==> src/rtl/line_fill_ctrl_if.sv <==
// Wishbone master-side bus bundle used by line_fill_ctrl for single-word line transfers.
interface line_fill_ctrl_if;
    logic        m_cyc;
    logic        m_we;
    logic [3:0]  m_strb;
    logic [31:0] m_addr;
    logic [31:0] m_data_o;
    logic        m_ack;
    logic [31:0] m_data_i;

    modport master (
        output m_cyc, m_we, m_strb, m_addr, m_data_o,
        input  m_ack, m_data_i
    );

    modport slave (
        input  m_cyc, m_we, m_strb, m_addr, m_data_o,
        output m_ack, m_data_i
    );
endinterface

==> src/rtl/line_fill_ctrl.sv <==
// Cache-line fill / write-back engine: one 8-word line request becomes 8 single-word Wishbone cycles.
// Optional macro CRITICAL_WORD_FIRST_EN starts fills at the requested word instead of word 0.
module line_fill_ctrl #(
    parameter int LINE_WORDS  = 8,
    parameter int ACK_TIMEOUT = 255
) (
    input  logic         clk,
    input  logic         rst_n,
    input  logic         req_valid,
    input  logic         req_we,
    input  logic [31:0]  req_addr,
    input  logic [255:0] wb_line,
    output logic         req_ready,
    output logic [255:0] fill_line,
    output logic         fill_done,
    output logic         wb_done,
    output logic         crit_valid,
    output logic         err,
    line_fill_ctrl_if.master bus
);

    typedef enum logic [1:0] {IDLE, BUS, GAP, DONE} state_t;

    state_t         state_q;
    logic           we_q;
    logic [26:0]    base_q;
    logic [2:0]     idx_q, crit_idx_q, beat_q;
    logic [7:0]     tmo_q;
    logic [255:0]   wb_q, fill_q;
    logic           req_ready_q, fill_done_q, wb_done_q, crit_q, err_q;
    logic           m_cyc_q, m_we_q;
    logic [3:0]     m_strb_q;
    logic [31:0]    m_addr_q, m_data_q;

    logic [2:0]     start_d, idx_nxt_d;
    logic           last_d, tmo_hit_d, unused_addr_d;

    function automatic logic [31:0] word_sel(input logic [255:0] line, input logic [2:0] i);
        return line[{i, 5'b0} +: 32];
    endfunction

`ifdef CRITICAL_WORD_FIRST_EN
    assign start_d = req_we ? 3'd0 : req_addr[4:2];
`else
    assign start_d = 3'd0;
`endif

    assign idx_nxt_d     = idx_q + 3'd1;
    assign last_d        = (beat_q == 3'(LINE_WORDS - 1));
    assign tmo_hit_d     = (tmo_q == 8'(ACK_TIMEOUT - 1));
    assign unused_addr_d = ^req_addr[1:0];

    always_ff @(posedge clk or negedge rst_n) begin
        if (!rst_n) begin
            state_q     <= IDLE;
            we_q        <= 1'b0;
            base_q      <= '0;
            idx_q       <= '0;
            crit_idx_q  <= '0;
            beat_q      <= '0;
            tmo_q       <= '0;
            wb_q        <= '0;
            fill_q      <= '0;
            req_ready_q <= 1'b1;
            fill_done_q <= 1'b0;
            wb_done_q   <= 1'b0;
            crit_q      <= 1'b0;
            err_q       <= 1'b0;
            m_cyc_q     <= 1'b0;
            m_we_q      <= 1'b0;
            m_strb_q    <= '0;
            m_addr_q    <= '0;
            m_data_q    <= '0;
        end else begin
            fill_done_q <= 1'b0;
            wb_done_q   <= 1'b0;
            crit_q      <= 1'b0;
            err_q       <= 1'b0;
            case (state_q)
                IDLE: begin
                    if (req_valid) begin
                        state_q     <= BUS;
                        req_ready_q <= 1'b0;
                        we_q        <= req_we;
                        base_q      <= req_addr[31:5];
                        idx_q       <= start_d;
                        crit_idx_q  <= req_addr[4:2];
                        beat_q      <= '0;
                        tmo_q       <= '0;
                        wb_q        <= wb_line;
                        m_cyc_q     <= 1'b1;
                        m_we_q      <= req_we;
                        m_strb_q    <= 4'hF;
                        m_addr_q    <= {req_addr[31:5], start_d, 2'b00};
                        m_data_q    <= word_sel(wb_line, start_d);
                    end
                end
                // An ack in the timeout cycle wins over the abort.
                BUS: begin
                    if (bus.m_ack) begin
                        if (!we_q) fill_q[{idx_q, 5'b0} +: 32] <= bus.m_data_i;
                        crit_q   <= !we_q && (idx_q == crit_idx_q);
                        beat_q   <= beat_q + 3'd1;
                        tmo_q    <= '0;
                        m_cyc_q  <= 1'b0;
                        m_strb_q <= '0;
                        if (last_d) begin
                            state_q     <= DONE;
                            fill_done_q <= !we_q;
                            wb_done_q   <= we_q;
                        end else begin
                            state_q <= GAP;
                        end
                    end else if (tmo_hit_d) begin
                        state_q     <= IDLE;
                        req_ready_q <= 1'b1;
                        err_q       <= 1'b1;
                        m_cyc_q     <= 1'b0;
                        m_we_q      <= 1'b0;
                        m_strb_q    <= '0;
                    end else begin
                        tmo_q <= tmo_q + 8'd1;
                    end
                end
                GAP: begin
                    state_q  <= BUS;
                    idx_q    <= idx_nxt_d;
                    m_cyc_q  <= 1'b1;
                    m_strb_q <= 4'hF;
                    m_addr_q <= {base_q, idx_nxt_d, 2'b00};
                    m_data_q <= word_sel(wb_q, idx_nxt_d);
                end
                DONE: begin
                    state_q     <= IDLE;
                    req_ready_q <= 1'b1;
                    m_we_q      <= 1'b0;
                end
                default: state_q <= IDLE;
            endcase
        end
    end

    assign req_ready    = req_ready_q;
    assign fill_line    = fill_q;
    assign fill_done    = fill_done_q;
    assign wb_done      = wb_done_q;
    assign crit_valid   = crit_q;
    assign err          = err_q;
    assign bus.m_cyc    = m_cyc_q;
    assign bus.m_we     = m_we_q;
    assign bus.m_strb   = m_strb_q;
    assign bus.m_addr   = m_addr_q;
    assign bus.m_data_o = m_data_q;

endmodule

==> src/flat_wrapper.sv <==
// flat-port wrapper written by rule: the top's interface ports become plain ports
module line_fill_ctrl_flat 
#(
    parameter int LINE_WORDS  = 8,
    parameter int ACK_TIMEOUT = 255
)
  (clk, rst_n, req_valid, req_we, req_addr, wb_line, req_ready, fill_line, fill_done, wb_done, crit_valid, err, bus_m_cyc, bus_m_we, bus_m_strb, bus_m_addr, bus_m_data_o, bus_m_ack, bus_m_data_i);
  line_fill_ctrl_if bus_i ();
  input  logic clk;
  input  logic rst_n;
  input  logic req_valid;
  input  logic req_we;
  input  logic [31:0] req_addr;
  input  logic [255:0] wb_line;
  output logic req_ready;
  output logic [255:0] fill_line;
  output logic fill_done;
  output logic wb_done;
  output logic crit_valid;
  output logic err;
  output wire logic [$bits(bus_i.m_cyc)-1:0] bus_m_cyc;
  output wire logic [$bits(bus_i.m_we)-1:0] bus_m_we;
  output wire logic [$bits(bus_i.m_strb)-1:0] bus_m_strb;
  output wire logic [$bits(bus_i.m_addr)-1:0] bus_m_addr;
  output wire logic [$bits(bus_i.m_data_o)-1:0] bus_m_data_o;
  input wire logic [$bits(bus_i.m_ack)-1:0] bus_m_ack;
  input wire logic [$bits(bus_i.m_data_i)-1:0] bus_m_data_i;
  assign bus_m_cyc = bus_i.m_cyc;
  assign bus_m_we = bus_i.m_we;
  assign bus_m_strb = bus_i.m_strb;
  assign bus_m_addr = bus_i.m_addr;
  assign bus_m_data_o = bus_i.m_data_o;
  assign bus_i.m_ack = bus_m_ack;
  assign bus_i.m_data_i = bus_m_data_i;
  line_fill_ctrl #(.LINE_WORDS(LINE_WORDS), .ACK_TIMEOUT(ACK_TIMEOUT)) u_core (.clk(clk), .rst_n(rst_n), .req_valid(req_valid), .req_we(req_we), .req_addr(req_addr), .wb_line(wb_line), .req_ready(req_ready), .fill_line(fill_line), .fill_done(fill_done), .wb_done(wb_done), .crit_valid(crit_valid), .err(err), .bus(bus_i));
endmodule
==> config.mk <==
export PLATFORM = sky130hd
export DESIGN_NAME = line_fill_ctrl_flat
export DESIGN_NICKNAME = d
export VERILOG_FILES = /design/src/rtl/line_fill_ctrl_if.sv /design/src/rtl/line_fill_ctrl.sv /design/src/flat_wrapper.sv
export SDC_FILE = /design/constraint.sdc
export NUM_CORES = 1
export LEC_CHECK = 0
export CAP_MARGIN = 20
export CORE_AREA = 3 3 252 254
export CTS_CLUSTER_SIZE = 16
export DETAILED_ROUTE_END_ITERATION = 10
export DIE_AREA = 0 0 255 257
export HOLD_SLACK_MARGIN = 0.05
export PLACE_DENSITY = 0.76
export SLEW_MARGIN = 20
export SYNTH_ARGS = -nofsm -noshare
export SYNTH_HDL_FRONTEND = slang
export SYNTH_SLANG_ARGS = --single-unit
==> constraint.sdc <==
create_clock -name clk -period 3.75 [get_ports clk]
set_input_delay 0.9375 -clock clk [delete_from_list [all_inputs] [get_ports clk]]
set_output_delay 0.9375 -clock clk [all_outputs]
set_load 0.02 [all_outputs]
==> impl_metrics.py <==
metrics = {
    "job": {
        "max_cap_viol_count": 0,
    },
    "detailed_routing": {
        "drt_iter0_markers": 1102,
        "wire_per_inst_um": 23.19,
        "finalWirelength_um": 83990,
        "vias": 19803,
        "dr.pass1.iters": 5,
        "postRouteAntennaNets": 0,
        "avgViaCountPerCell": 5.469,
        "drc": 0,
    },
    "logic_synthesis": {
        "synth_cells": 2160,
        "synth_area_sq_um": 27270,
        "synth_area_leaders": "dfrtp_1 (57%), mux2_2 (21%), nand2_1 (2.8%), mux2i_1 (2.6%), nor3b_1 (2.0%)",
        "synth_seq_area_share": 0.5735,
        "synth_top_area_cell": "dfrtp_1",
        "yosysMostFrequentCell": "dfrtp_1",
        "synth.distinct_cells": 49,
        "yosysWarningCount": 0,
        "synth_edf_count": 0,
        "synth_commonest_cells": "dfrtp_1 (624), mux2_2 (517), nand2_1 (201)",
        "synth.avg_cell_area_sq_um": 12.63,
        "ys_ff_latch": 625,
        "synth_ff_type": "dfrtp_1",
        "synth_top_cell_area_share": 0.5725,
        "synthArstFlopShare": 1.000,
    },
    "place": {
        "gp_congestion": 0.9049,
        "place.port_buffers": 651,
        "dp.cells": 3494,
        "dp_hpwl_um": 60790,
        "pre_cts_ws_ps": 601.8,
    },
    "sta": {
        "fin_worst_skew_ps": 18.69,
        "slew_headroom": 0.2680,
        "timing.fmax_mhz": 317.6,
        "worstMarginPinSlew_ps": 1096,
        "slew_violations": 0,
        "final_hold_viol_count": 0,
        "holdWs_ps": 394.0,
        "grt_setup_unrepaired": "false",
        "fin_ws_ps": 601.9,
        "fin_tns_setup_ps": 0,
        "period_minus_slack_ps": 3148,
        "setup_viol": 0,
        "period_share": 0.8395,
    },
    "clocking": {
        "path_clk_slew_ps": 60,
        "clk_path_buf_depth": 3,
        "holdBufCountCts": 0,
        "clock_latency_ps": 600,
        "cts_root_buf": "clkbuf_16",
        "numCtsBuffers": 67,
        "cts_tree": "done",
        "h-tree-depth": 3,
        "post-cts-setup-buffers": 0,
        "cts.sinks": 625,
        "cts-resized-gates": 0,
    },
    "setup_path": {
        "reg2reg_slack_ps": 600,
        "cp-start-kind": "flip-flop",
        "r2r_start": "u_core.bus.m_addr[4]$_DFFE_PN0P_",
        "worstPathArrival_ps": 3680,
        "worstSetupEndpointType": "flip-flop",
        "r2r_cells": 5,
        "r2r_end": "u_core.fill_line[74]$_DFFE_PN0P_",
        "cp.required_ps": 4280,
        "path_class": "flip-flop to flip-flop",
        "crit_chain": "inv_1 -> ha_1 -> nor2b_1 -> and2_1 -> mux2_2",
        "crit_fanout": 14,
        "crit_slowest_cell": "nor2b_1",
        "slowest_delay_ps": 920,
    },
    "die": {
        "fp.dieH_um": 257,
        "num_rows": 91,
        "coreArea_sq_um": 61480,
        "io_pins": 656,
        "start_util": 0.4436,
        "die_area_sq_um": 65540,
        "die_w_um": 255,
    },
    "global_routing": {
        "grt_usage": 0.2521,
        "grt_pass1_wl_um": 126100,
        "antenna_found_initial": 31,
        "grt-ovfl-total": 0,
        "grt_max_degree": 116,
        "grt_pass1_vias": 20668,
    },
    "pwr": {
        "power.density_nw_per_um2": 737.0,
        "peakVddDrop_mv": 0.5601,
        "leakagePower_nw": 15.83,
    },
    "final_layout": {
        "nets": 3110,
        "stdcell_count": 3621,
        "area_growth_pct": 35.12,
        "post-route-util": 0.5994,
        "drive_gt1_frac": 0.2474,
    },
    "hold_path": {
        "min_path_type": "primary input to asynchronous set/reset pin",
    },
    "status": {
        "status": "complete, no violations",
    },
}
placed cells by master, fill, tap and decap left out, types with 4 or more instances in the layout:
cell type	Yosys	final
nand3b_1	30	30
buf_4	12	29
mux2_1	4	4
nand2_1	201	200
mux2i_1	70	70
clkbuf_8	0	8
a31o_2	20	20
diode_2	0	14
clkbuf_1	75	20
o22ai_1	22	22
nor2b_1	5	4
and2_1	27	27
nand4_1	19	19
mux2_2	517	516
nand3_1	24	23
o21ai_0	103	103
nor3_1	31	31
ha_1	12	10
nor3b_1	74	74
clkdlybuf4s50_1	0	650
and3_1	22	22
buf_12	0	19
clkbuf_16	0	67
a21oi_1	67	67
dfrtp_1	624	623
nor2_1	37	36
clkinv_2	0	8
or3_1	14	14
inv_1	30	30
o31ai_1	19	19
report_power, final:
| group | internal [mW] | total [mW] | switching, mW |
|---|---|---|---|
| clock network | 3.68 | 6.36 | 2.68 |
| registers | 9.15 | 10.5 | 1.32 |
| logic | 5.19 | 10.3 | 5.14 |
how the worst max path moves through the flow:
stage          depth (start not counted)  slack (ps)                                 to                              from
2_1_floorplan                          9         890   u_core.fill_line[10]$_DFFE_PN0P_       u_core.idx_q[0]$_DFFE_PN0P_
3_3_place_gp                           6         610  u_core.fill_line[204]$_DFFE_PN0P_                         bus_m_ack
3_5_place_dp                           5         600   u_core.fill_line[74]$_DFFE_PN0P_  u_core.bus.m_addr[4]$_DFFE_PN0P_
4_1_cts                                5         580   u_core.fill_line[74]$_DFFE_PN0P_  u_core.bus.m_addr[4]$_DFFE_PN0P_
5_1_grt                                5         440   u_core.fill_line[74]$_DFFE_PN0P_  u_core.bus.m_addr[4]$_DFFE_PN0P_
6_report                               5         600   u_core.fill_line[74]$_DFFE_PN0P_  u_core.bus.m_addr[4]$_DFFE_PN0P_
through the flow:
stage	power (mW)	cell area, sq um
after detailed placement	20.89	34730
final	27.16	36850
after global placement	20.42	34730
after CTS	27.39	36810
after global routing	28.63	36840
after floorplan	16.86	27280
area by class of cell:
class | count | area (sq um)
antenna | 14 | 35.03
clock buffer | 95 | 1862
fill | 4805 | 24630
sequential | 625 | 15650
clock inverter | 18 | 217.7
inverter | 30 | 112.6
tap | 790 | 988.4
timing repair buffer | 700 | 7131
multi-input combinational | 1349 | 10860
routing by layer:
metal | GRT usage | routed length [um] | vias up
met4 | 0.1017 | 3498 | 28
met1 | 0.2963 | 32050 | 9968
met2 | 0.4260 | 41130 | 753
li1 | - | - | 8856
met5 | 0 | 196 | -
met3 | 0.08156 | 7114 | 198
cells by family (layout without fill, tap and decap cells):
| kind of cell | Yosys count | after routing | share of synthesized area |
|---|---|---|---|
| AOI/OAI and AO/OA | 241 | 241 | 0.05083 |
| xor gates and xnor gates | 5 | 5 | 0.001881 |
| adders and majority gates | 12 | 12 | 0.005505 |
| buffers and inverters | 187 | 843 | 0.03129 |
| DFF | 625 | 625 | 0.5735 |
| muxes | 591 | 591 | 0.2408 |
| other | 1 | 16 | 0.0001375 |
| and+or+nand+nor | 498 | 498 | 0.09611 |
state kept, by name, indices dropped and copies added (netlist names), 2 cells and up:
register,count
u_core.fill_line,256
u_core.wb_q,256
u_core.bus.m_data_o,32
u_core.bus.m_addr,28
u_core.base_q,27
u_core.tmo_q,8
u_core.beat_q,3
u_core.crit_idx_q,3
u_core.idx_q,2
u_core.state_q,2
worst max-delay path, delay by kind of cell, from the launching register on:
family | cells | cell delay, ps
adder cells (fa/ha/maj) | 1 | 630
buffers and inverters | 1 | 230
flip-flops | 1 | 640
multiplexers | 1 | 220
AND/OR/NAND/NOR | 2 | 1360
No activity file was read; power rests on OpenSTA's default activity.
